`config.mk`:
```
export PLATFORM = sky130hd
export DESIGN_NAME = deserializer_flat
export DESIGN_NICKNAME = d
export VERILOG_FILES = /design/src/rtl/deser_if.sv /design/src/rtl/deserializer.sv /design/src/flat_wrapper.sv
export SDC_FILE = /design/constraint.sdc
export NUM_CORES = 1
export LEC_CHECK = 0
export CAP_MARGIN = 10
export CORE_ASPECT_RATIO = 1.75
export CORE_UTILIZATION = 55
export DETAILED_ROUTE_END_ITERATION = 6
export PLACE_DENSITY = 0.83
export SLEW_MARGIN = 20
export SYNTH_ARGS = -nofsm -noshare
export SYNTH_HDL_FRONTEND = slang
export SYNTH_SLANG_ARGS = --single-unit
```
`constraint.sdc`:
```
create_clock -name clk_i -period 2.5 [get_ports clk_i]
set_input_delay 0.5 -clock clk_i [delete_from_list [all_inputs] [get_ports clk_i]]
set_output_delay 0.5 -clock clk_i [all_outputs]
set_load 0.01 [all_outputs]
```
`src/rtl/deser_if.sv`:
```
// Serial-in / parallel-out bundle for the deserializer.
// The master drives the serial bits and the slave returns words, strobes and status.
interface deser_if;
    logic        ser_data_i;
    logic        ser_data_val_i;
    logic [15:0] deser_data_o;
    logic [4:0]  deser_len_o;
    logic        deser_data_val_o;
    logic        deser_err_o;
    logic        busy_o;

    modport master (
        output ser_data_i, ser_data_val_i,
        input  deser_data_o, deser_len_o, deser_data_val_o, deser_err_o, busy_o
    );

    modport slave (
        input  ser_data_i, ser_data_val_i,
        output deser_data_o, deser_len_o, deser_data_val_o, deser_err_o, busy_o
    );
endinterface

```
`src/rtl/deserializer.sv`:
```
// MSB-first serial burst deserializer producing left-aligned 16-bit words with length.
// Define DESER_LEN_CHECK_EN to drop bursts shorter than MIN_LEN and flag them on deser_err_o.
module deserializer #(
    parameter int MIN_LEN = 3
) (
    input  logic  clk_i,
    input  logic  arst_ni,
    deser_if.slave bus
);

`ifdef DESER_LEN_CHECK_EN
    localparam bit LEN_CHECK_C = 1'b1;
`else
    localparam bit LEN_CHECK_C = 1'b0;
`endif

    typedef enum logic [0:0] {
        IDLE = 1'b0,
        RECV = 1'b1
    } state_e;

    state_e      state_q, state_d;
    logic [4:0]  cnt_q, cnt_d;
    logic [15:0] shift_q, shift_d;
    logic [15:0] data_q, data_d;
    logic [4:0]  len_q, len_d;
    logic        val_q, val_d;
    logic        err_q, err_d;

    logic        emit_s;
    logic        short_s;
    logic [15:0] emit_word_s;
    logic [4:0]  emit_len_s;
    logic [3:0]  pos_s;

    // In RECV count is 1..15, so the next bit position 15-count is the 4-bit complement.
    assign pos_s = ~cnt_q[3:0];

    // Next-state, shift-register and word-completion decode.
    always_comb begin
        state_d     = state_q;
        cnt_d       = cnt_q;
        shift_d     = shift_q;
        emit_s      = 1'b0;
        emit_word_s = shift_q;
        emit_len_s  = cnt_q;
        case (state_q)
            IDLE: begin
                if (bus.ser_data_val_i) begin
                    shift_d = {bus.ser_data_i, 15'h0000};
                    cnt_d   = 5'd1;
                    state_d = RECV;
                end else begin
                    state_d = IDLE;
                end
            end
            RECV: begin
                if (bus.ser_data_val_i) begin
                    shift_d[pos_s] = bus.ser_data_i;
                    if (cnt_q == 5'd15) begin
                        emit_s      = 1'b1;
                        emit_word_s = shift_d;
                        emit_len_s  = 5'd16;
                        cnt_d       = 5'd0;
                        state_d     = IDLE;
                    end else begin
                        cnt_d = cnt_q + 5'd1;
                    end
                end else begin
                    emit_s  = 1'b1;
                    cnt_d   = 5'd0;
                    state_d = IDLE;
                end
            end
            default: begin
                state_d = IDLE;
                cnt_d   = 5'd0;
            end
        endcase
    end

    assign short_s = LEN_CHECK_C && (emit_len_s < 5'(MIN_LEN));

    // Output word/strobe selection; a short burst turns its strobe into an error pulse.
    always_comb begin
        val_d  = 1'b0;
        err_d  = 1'b0;
        data_d = data_q;
        len_d  = len_q;
        if (emit_s) begin
            if (short_s) begin
                err_d = 1'b1;
            end else begin
                val_d  = 1'b1;
                data_d = emit_word_s;
                len_d  = emit_len_s;
            end
        end else begin
            val_d = 1'b0;
        end
    end

    // State and output registers.
    always_ff @(posedge clk_i or negedge arst_ni) begin
        if (!arst_ni) begin
            state_q <= IDLE;
            cnt_q   <= 5'd0;
            shift_q <= 16'h0000;
            data_q  <= 16'h0000;
            len_q   <= 5'd0;
            val_q   <= 1'b0;
            err_q   <= 1'b0;
        end else begin
            state_q <= state_d;
            cnt_q   <= cnt_d;
            shift_q <= shift_d;
            data_q  <= data_d;
            len_q   <= len_d;
            val_q   <= val_d;
            err_q   <= err_d;
        end
    end

    assign bus.deser_data_o     = data_q;
    assign bus.deser_len_o      = len_q;
    assign bus.deser_data_val_o = val_q;
    assign bus.deser_err_o      = err_q;
    assign bus.busy_o           = (state_q == RECV);

endmodule

```
`src/flat_wrapper.sv`:
```
// flat-port wrapper written by rule: the top's interface ports become plain ports
module deserializer_flat 
#(
    parameter int MIN_LEN = 3
)
  (clk_i, arst_ni, bus_ser_data_i, bus_ser_data_val_i, bus_deser_data_o, bus_deser_len_o, bus_deser_data_val_o, bus_deser_err_o, bus_busy_o);
  deser_if bus_i ();
  input  logic clk_i;
  input  logic arst_ni;
  input wire logic [$bits(bus_i.ser_data_i)-1:0] bus_ser_data_i;
  input wire logic [$bits(bus_i.ser_data_val_i)-1:0] bus_ser_data_val_i;
  output wire logic [$bits(bus_i.deser_data_o)-1:0] bus_deser_data_o;
  output wire logic [$bits(bus_i.deser_len_o)-1:0] bus_deser_len_o;
  output wire logic [$bits(bus_i.deser_data_val_o)-1:0] bus_deser_data_val_o;
  output wire logic [$bits(bus_i.deser_err_o)-1:0] bus_deser_err_o;
  output wire logic [$bits(bus_i.busy_o)-1:0] bus_busy_o;
  assign bus_i.ser_data_i = bus_ser_data_i;
  assign bus_i.ser_data_val_i = bus_ser_data_val_i;
  assign bus_deser_data_o = bus_i.deser_data_o;
  assign bus_deser_len_o = bus_i.deser_len_o;
  assign bus_deser_data_val_o = bus_i.deser_data_val_o;
  assign bus_deser_err_o = bus_i.deser_err_o;
  assign bus_busy_o = bus_i.busy_o;
  deserializer #(.MIN_LEN(MIN_LEN)) u_core (.clk_i(clk_i), .arst_ni(arst_ni), .bus(bus_i));
endmodule
```
==> impl_metrics.py, run 1 <==
metrics = {
    "run_status": {
        "outcome": "completed",
    },
    "detailed_routing": {
        "top_layer": "met4",
        "drtIter0Drc": 81,
        "vias": 1882,
        "firstDrtPassIters": 4,
        "met2WireLength_mm": 2.582,
        "drcViolationCount": 0,
        "wl_per_cell_um": 16.68,
        "via_per_inst": 6.252,
        "wl_mm": 5.021,
        "wl_met1_mm": 2.056,
        "wl_met3_um": 261,
        "drt.antenna.violating_nets": 0,
    },
    "global_routing": {
        "grt_max_degree": 35,
        "grt_first_pass_wirelength_mm": 8.335,
        "grtUsageTotal_pct": 24.74,
        "antenna_found_initial": 0,
        "grt_remaining_overflow": 0,
        "first_global_vias": 1828,
    },
    "synthesis": {
        "ys_seq_area_share_pct": 47.54,
        "synth-main-ff-cell": "dfrtp_1",
        "syn_nets": 240,
        "synth_cell_types": 43,
        "synth_edf_count": 0,
        "yosysWarnings": 0,
        "avgSynthCellArea_sq_um": 10.11,
        "ys_async_sr_fraction_pct": 100.0,
        "ys_ff_latch": 44,
        "syn_area_sq_um": 2316,
        "synth_cells": 229,
    },
    "worst_setup_path": {
        "r2r_slack_ps": 490,
        "crit_type": "reg -> reg",
        "rr_worst_depth": 5,
        "reg2reg_from": "u_core.cnt_q[1]$_DFFE_PN0P_",
        "r2r-end": "u_core.bus.deser_data_o[11]$_DFFE_PN0P_",
        "crit_fanout": 10,
        "critPathLaunch": "u_core.cnt_q[1]$_DFFE_PN0P_",
        "arrival_ps": 2170,
        "crit_end": "u_core.bus.deser_data_o[11]$_DFFE_PN0P_",
        "start_kind": "register",
        "crit_path_cell_trace": "ha_1 -> and4b_1 -> nand2_2 -> o22ai_1 -> a21oi_1",
        "cp.required_ps": 2660,
        "crit_path_max_incr_delay_ps": 560,
        "slowest_stage": "and4b_1",
        "critPathCaptureType": "register",
    },
    "sta": {
        "maxSlewViolCount": 0,
        "fmax_mhz": 496.8,
        "post-route-period-util_pct": 80.52,
        "hold_violations": 0,
        "tightest_slew_ps": 631.0,
        "relSlewSlack_pct": 57.83,
        "skew_ps": 8.478,
        "fin_crit_ps": 2013,
        "tns_ps": 0,
        "setup_violations": 0,
        "rsz0062_at_grt": "false",
    },
    "floorplanning": {
        "dieArea_sq_um": 4485,
        "ios": 28,
        "rows": 30,
        "die_w_um": 51.06,
        "initial_core_util_pct": 58.76,
        "core_sq_um": 3941,
        "die_y_um": 87.85,
    },
    "run": {
        "max_cap_viol_count": 0,
    },
    "finish": {
        "post-route-util_pct": 67.14,
        "final_common_cell": "dfrtp_1",
        "mostFrequentLayoutCells": "dfrtp_1 (44), nand2_1 (31), clkdlybuf4s50_1 (25)",
        "fin_cells": 301,
        "syn2layout_area_growth_pct": 14.26,
        "drive_above_1_share_pct": 13.04,
        "diodes": 0,
        "finalInstanceArea_sq_um": 2646,
        "layout.nets": 263,
    },
    "placement": {
        "io_buffers": 26,
        "place_area_sq_um": 2556,
        "hpwl_mm": 3.410,
        "gp_congestion": 0.8569,
        "dpl.cell_count": 293,
    },
    "clocking": {
        "clk_pin_slew_worst_paths_ps": 80,
        "cts_buffer_depth": 2,
        "cts.sinks": 44,
        "cts_root_buffer": "clkbuf_8",
        "cts_tree": "yes",
        "postCtsHoldBufs": 0,
        "cts_resized": 0,
        "post_cts_buffers": 0,
        "cts_buffers": 5,
        "insertion_delay_ps": 290,
        "cts-htree-levels": 2,
    },
    "power_and_ir_drop": {
        "total_power_mw": 1.599,
        "leakage_nw": 1.182,
        "p_per_area_nw_per_um2": 604.2,
        "max-vdd-ir-drop_mv": 0.6148,
    },
    "worst_hold_path": {
        "hp-class": "in -> async",
    },
}
-- worst min-delay path by stage --
stage               cells past startpoint                                    end  slack [ps]     from
global placement                        1  u_core.bus.deser_len_o[2]$_DFFE_PN0P_         420  arst_ni
finish                                  1  u_core.bus.deser_len_o[0]$_DFFE_PN0P_          90  arst_ni
detailed placement                      1  u_core.bus.deser_len_o[2]$_DFFE_PN0P_         420  arst_ni
global route                            1  u_core.bus.deser_len_o[2]$_DFFE_PN0P_         120  arst_ni
CTS                                     1  u_core.bus.deser_len_o[2]$_DFFE_PN0P_         110  arst_ni
floorplan                               0            u_core.bus.busy_o$_DFF_PN0_         200  arst_ni
-- synth_stat cells, types with 2 or more instances --
master | n | share of area [%]
buf_2 | 6 | 1.3
mux2_2 | 10 | 4.9
nand2_1 | 31 | 5.0
a21oi_1 | 14 | 3.0
or3_1 | 3 | 0.81
nand3_1 | 13 | 2.8
nor2_1 | 7 | 1.1
ha_1 | 7 | 3.8
inv_1 | 5 | 0.81
buf_4 | 4 | 1.3
buf_6 | 3 | 1.5
dfrtp_1 | 44 | 48
mux2i_1 | 3 | 1.3
buf_1 | 2 | 0.32
a31oi_1 | 3 | 0.81
o21ai_0 | 10 | 2.2
a22o_1 | 5 | 1.9
buf_8 | 2 | 1.3
o2bb2ai_1 | 3 | 1.1
nand3b_1 | 8 | 2.6
inv_2 | 2 | 0.32
o22ai_1 | 21 | 5.7
o221ai_1 | 3 | 1.1
-- registers in the layout, indices dropped and copies added, names as in the netlist --
name / flops
u_core.cnt_q: 5
u_core.shift_q: 16
u_core.bus.deser_data_val_o: 1
u_core.bus.busy_o: 1
u_core.bus.deser_data_o: 16
u_core.bus.deser_len_o: 5
-- per-stage QoR --
stage / worst slack (ps) / hold slack [ps]
floorplan: 780.2 / 204.4
global placement: 436.1 / 417.9
detailed placement: 390.4 / 419.4
CTS: 524.9 / 105.9
global route: 317.5 / 118.3
finish: 486.9 / 93.28
-- routing by layer --
layer  vias up  track usage, %
li1        885               -
met1       912           30.22
met2        73           41.75
met3        12           4.688
met4         0           11.11
met5         -               0
-- report_power, final --
group / switching [mW] / leakage (nW) / internal [mW]
logic: 0.165 / 0.561 / 0.165
clock network: 0.230 / 0.0455 / 0.226
registers: 0.0438 / 0.575 / 0.770
total: 0.439 / 1.18 / 1.16
-- logic make-up (layout without fill, tap and decap cells) --
logic type               count (synthesis)  in the layout  synth area share, %
flip-flops                              44             44                47.54
adder cells (fa/ha/maj)                  7              7                3.782
buffers and inverters                   25             49                6.969
multiplexers                            15             15                7.293
AND/OR/NAND/NOR                         70             70                14.86
other                                    1              1               0.1619
AO/OA/AOI/OAI                           67             67                19.40
-- worst max-delay path, delay by kind of cell, from the launching register on --
family	cells	cell delay, ps
compound gates	2	270
fa+ha+maj	1	300
flops	1	460
simple gates	2	840
-- layout make-up --
type,count,area (sq um)
Timing Repair Buffer,34,315.3
Tap cell,48,60.06
Clock buffer,8,90.09
Fill cell,317,1295
Sequential cell,44,1101
Multi-Input combinational cell,160,1054
Inverter,7,26.28
(Power assumes the default switching activity.)
==> run 2, diff against run 1 <==
clock period = 1.9 ns   (was 2.5 ns; I/O delays follow)
==> run 2 against run 1 <==
Compared with the run above: count of clock-buffer cells in the layout fell by 2; combinational power increased by 43%; critical path depth did not move; sequential power rose by 32%; register-to-register slack got worse by 370 ps; clock power increased by 34%; sequential share of layout area is 1.6 points lower; maximum frequency is 13% higher; power increased by 35%; largest cell class unchanged.
==> impl_metrics.py, run 2 (synthesis gave the netlist of run 1 again) <==
metrics = {
    "placement": {
        "gp_congestion": 0.8753,
        "hpwl_mm": 3.640,
        "pre_cts_slack_ps": 65.58,
        "io_buffers": 26,
    },
    "finish": {
        "syn2layout_area_growth_pct": 19.07,
        "mostFrequentLayoutCells": "dfrtp_1 (43), nand2_1 (31), clkdlybuf4s50_1 (25)",
        "post-route-util_pct": 69.97,
        "diodes": 0,
        "layout.nets": 272,
        "drive_above_1_share_pct": 17.56,
        "final_common_cell": "dfrtp_1",
    },
    "floorplanning": {
        "rows": 30,
        "die_y_um": 87.85,
        "ios": 28,
        "initial_core_util_pct": 58.76,
        "dieArea_sq_um": 4485,
        "die_w_um": 51.06,
        "core_sq_um": 3941,
    },
    "worst_setup_path": {
        "worst-path-buf-inv": 1,
        "crit_path_cell_trace": "inv_1 -> ha_1 -> or3b_4 -> a21oi_1 -> mux2_2",
        "crit_family": "flip-flops",
        "reg2reg_from": "u_core.cnt_q[1]$_DFFE_PN0P_",
        "crit_type": "reg -> reg",
        "critPathCaptureType": "register",
        "cp.required_ps": 2090,
        "r2r_slack_ps": 110,
        "start_kind": "register",
        "crit_fanout": 7,
        "r2r-end": "u_core.shift_q[15]$_DFFE_PN0P_",
        "slowest_stage": "dfrtp_2",
        "rr_worst_depth": 5,
        "crit_path_max_incr_delay_ps": 460,
        "arrival_ps": 1980,
    },
    "detailed_routing": {
        "drcViolationCount": 0,
        "vias": 1923,
        "via_per_inst": 6.203,
        "wl_mm": 5.295,
        "drt.antenna.violating_nets": 0,
        "wl_per_cell_um": 17.08,
        "firstDrtPassIters": 4,
        "drtIter0Drc": 62,
    },
    "global_routing": {
        "top_usage_layer": "met2",
        "antenna_found_initial": 0,
        "met3_usage_pct": 5.208,
        "grt.met1_usage_pct": 31.19,
        "grt_remaining_overflow": 0,
        "grt_first_pass_wirelength_mm": 9.045,
        "grtUsageTotal_pct": 27.19,
        "grt_use_met2_pct": 47.85,
        "grt_max_degree": 35,
        "first_global_vias": 1903,
    },
    "clocking": {
        "clk_pin_slew_worst_paths_ps": 80,
        "cts_tree": "yes",
        "cts-htree-levels": 2,
        "cts.sinks": 44,
        "cts_buffer_depth": 2,
        "cts_buffers": 5,
        "insertion_delay_ps": 300,
        "cts_root_buffer": "clkbuf_8",
    },
    "worst_hold_path": {
        "hp-class": "in -> async",
    },
    "run": {
        "max_cap_viol_count": 0,
    },
    "power_and_ir_drop": {
        "p_per_area_nw_per_um2": 781.7,
        "max-vdd-ir-drop_mv": 0.7373,
        "leakage_nw": 1.244,
        "total_power_mw": 2.156,
    },
    "sta": {
        "post-route-period-util_pct": 94.08,
        "hold_violations": 0,
        "whs_ps": 36.42,
        "skew_ps": 7.651,
        "rsz0062_at_grt": "false",
        "fmax_mhz": 559.5,
        "setup_violations": 0,
        "fin_ws_ps": 112.5,
        "maxSlewViolCount": 0,
        "tns_ps": 0,
        "fin_crit_ps": 1787,
    },
    "run_status": {
        "outcome": "completed",
    },
}
## run 2: routing by layer
metal	share of wire (%)	wire, um
met1	40	2143
met2	54	2847
met3	3.5	186
met4	2.2	119
met5	0	0
## run 2: what timing repair did
action	in CTS	in global routing
buffers inserted	0	0
setup endpoints to repair	0	1
gates resized for setup	0	2
hold buffers	0	0
## run 2: per-stage QoR
step                instance area [sq um]  cells
floorplan                            2316    229
global placement                     2661    302
detailed placement                   2661    302
CTS                                  2754    310
global route                         2758    310
finish                               2758    310
## run 2: worst max path at each step
stage	startpoint	endpoint	cells after the start
after floorplan	u_core.cnt_q[0]$_DFFE_PN0P_	u_core.shift_q[15]$_DFFE_PN0P_	5
after global placement	u_core.cnt_q[1]$_DFFE_PN0P_	u_core.shift_q[15]$_DFFE_PN0P_	5
after detailed placement	u_core.cnt_q[1]$_DFFE_PN0P_	u_core.shift_q[15]$_DFFE_PN0P_	5
after CTS	u_core.cnt_q[1]$_DFFE_PN0P_	u_core.shift_q[15]$_DFFE_PN0P_	5
after global routing	u_core.cnt_q[1]$_DFFE_PN0P_	u_core.shift_q[15]$_DFFE_PN0P_	5
final	u_core.cnt_q[1]$_DFFE_PN0P_	u_core.shift_q[15]$_DFFE_PN0P_	5
## run 2: cell type report
type	instances	area (sq um)
clock inverter	2	10.01
sequential	44	1102
clock buffer	6	82.58
timing repair buffer	43	420.4
inverter	7	26.28
multi-input combinational	160	1056
fill	312	1184
tap	48	60.06
## run 2: power breakdown
part,internal (mW),switching [mW],total [mW]
Clock,0.290,0.320,0.611
Sequential,1.01,0.0606,1.07
Combinational,0.245,0.227,0.471
Total,1.55,0.608,2.16
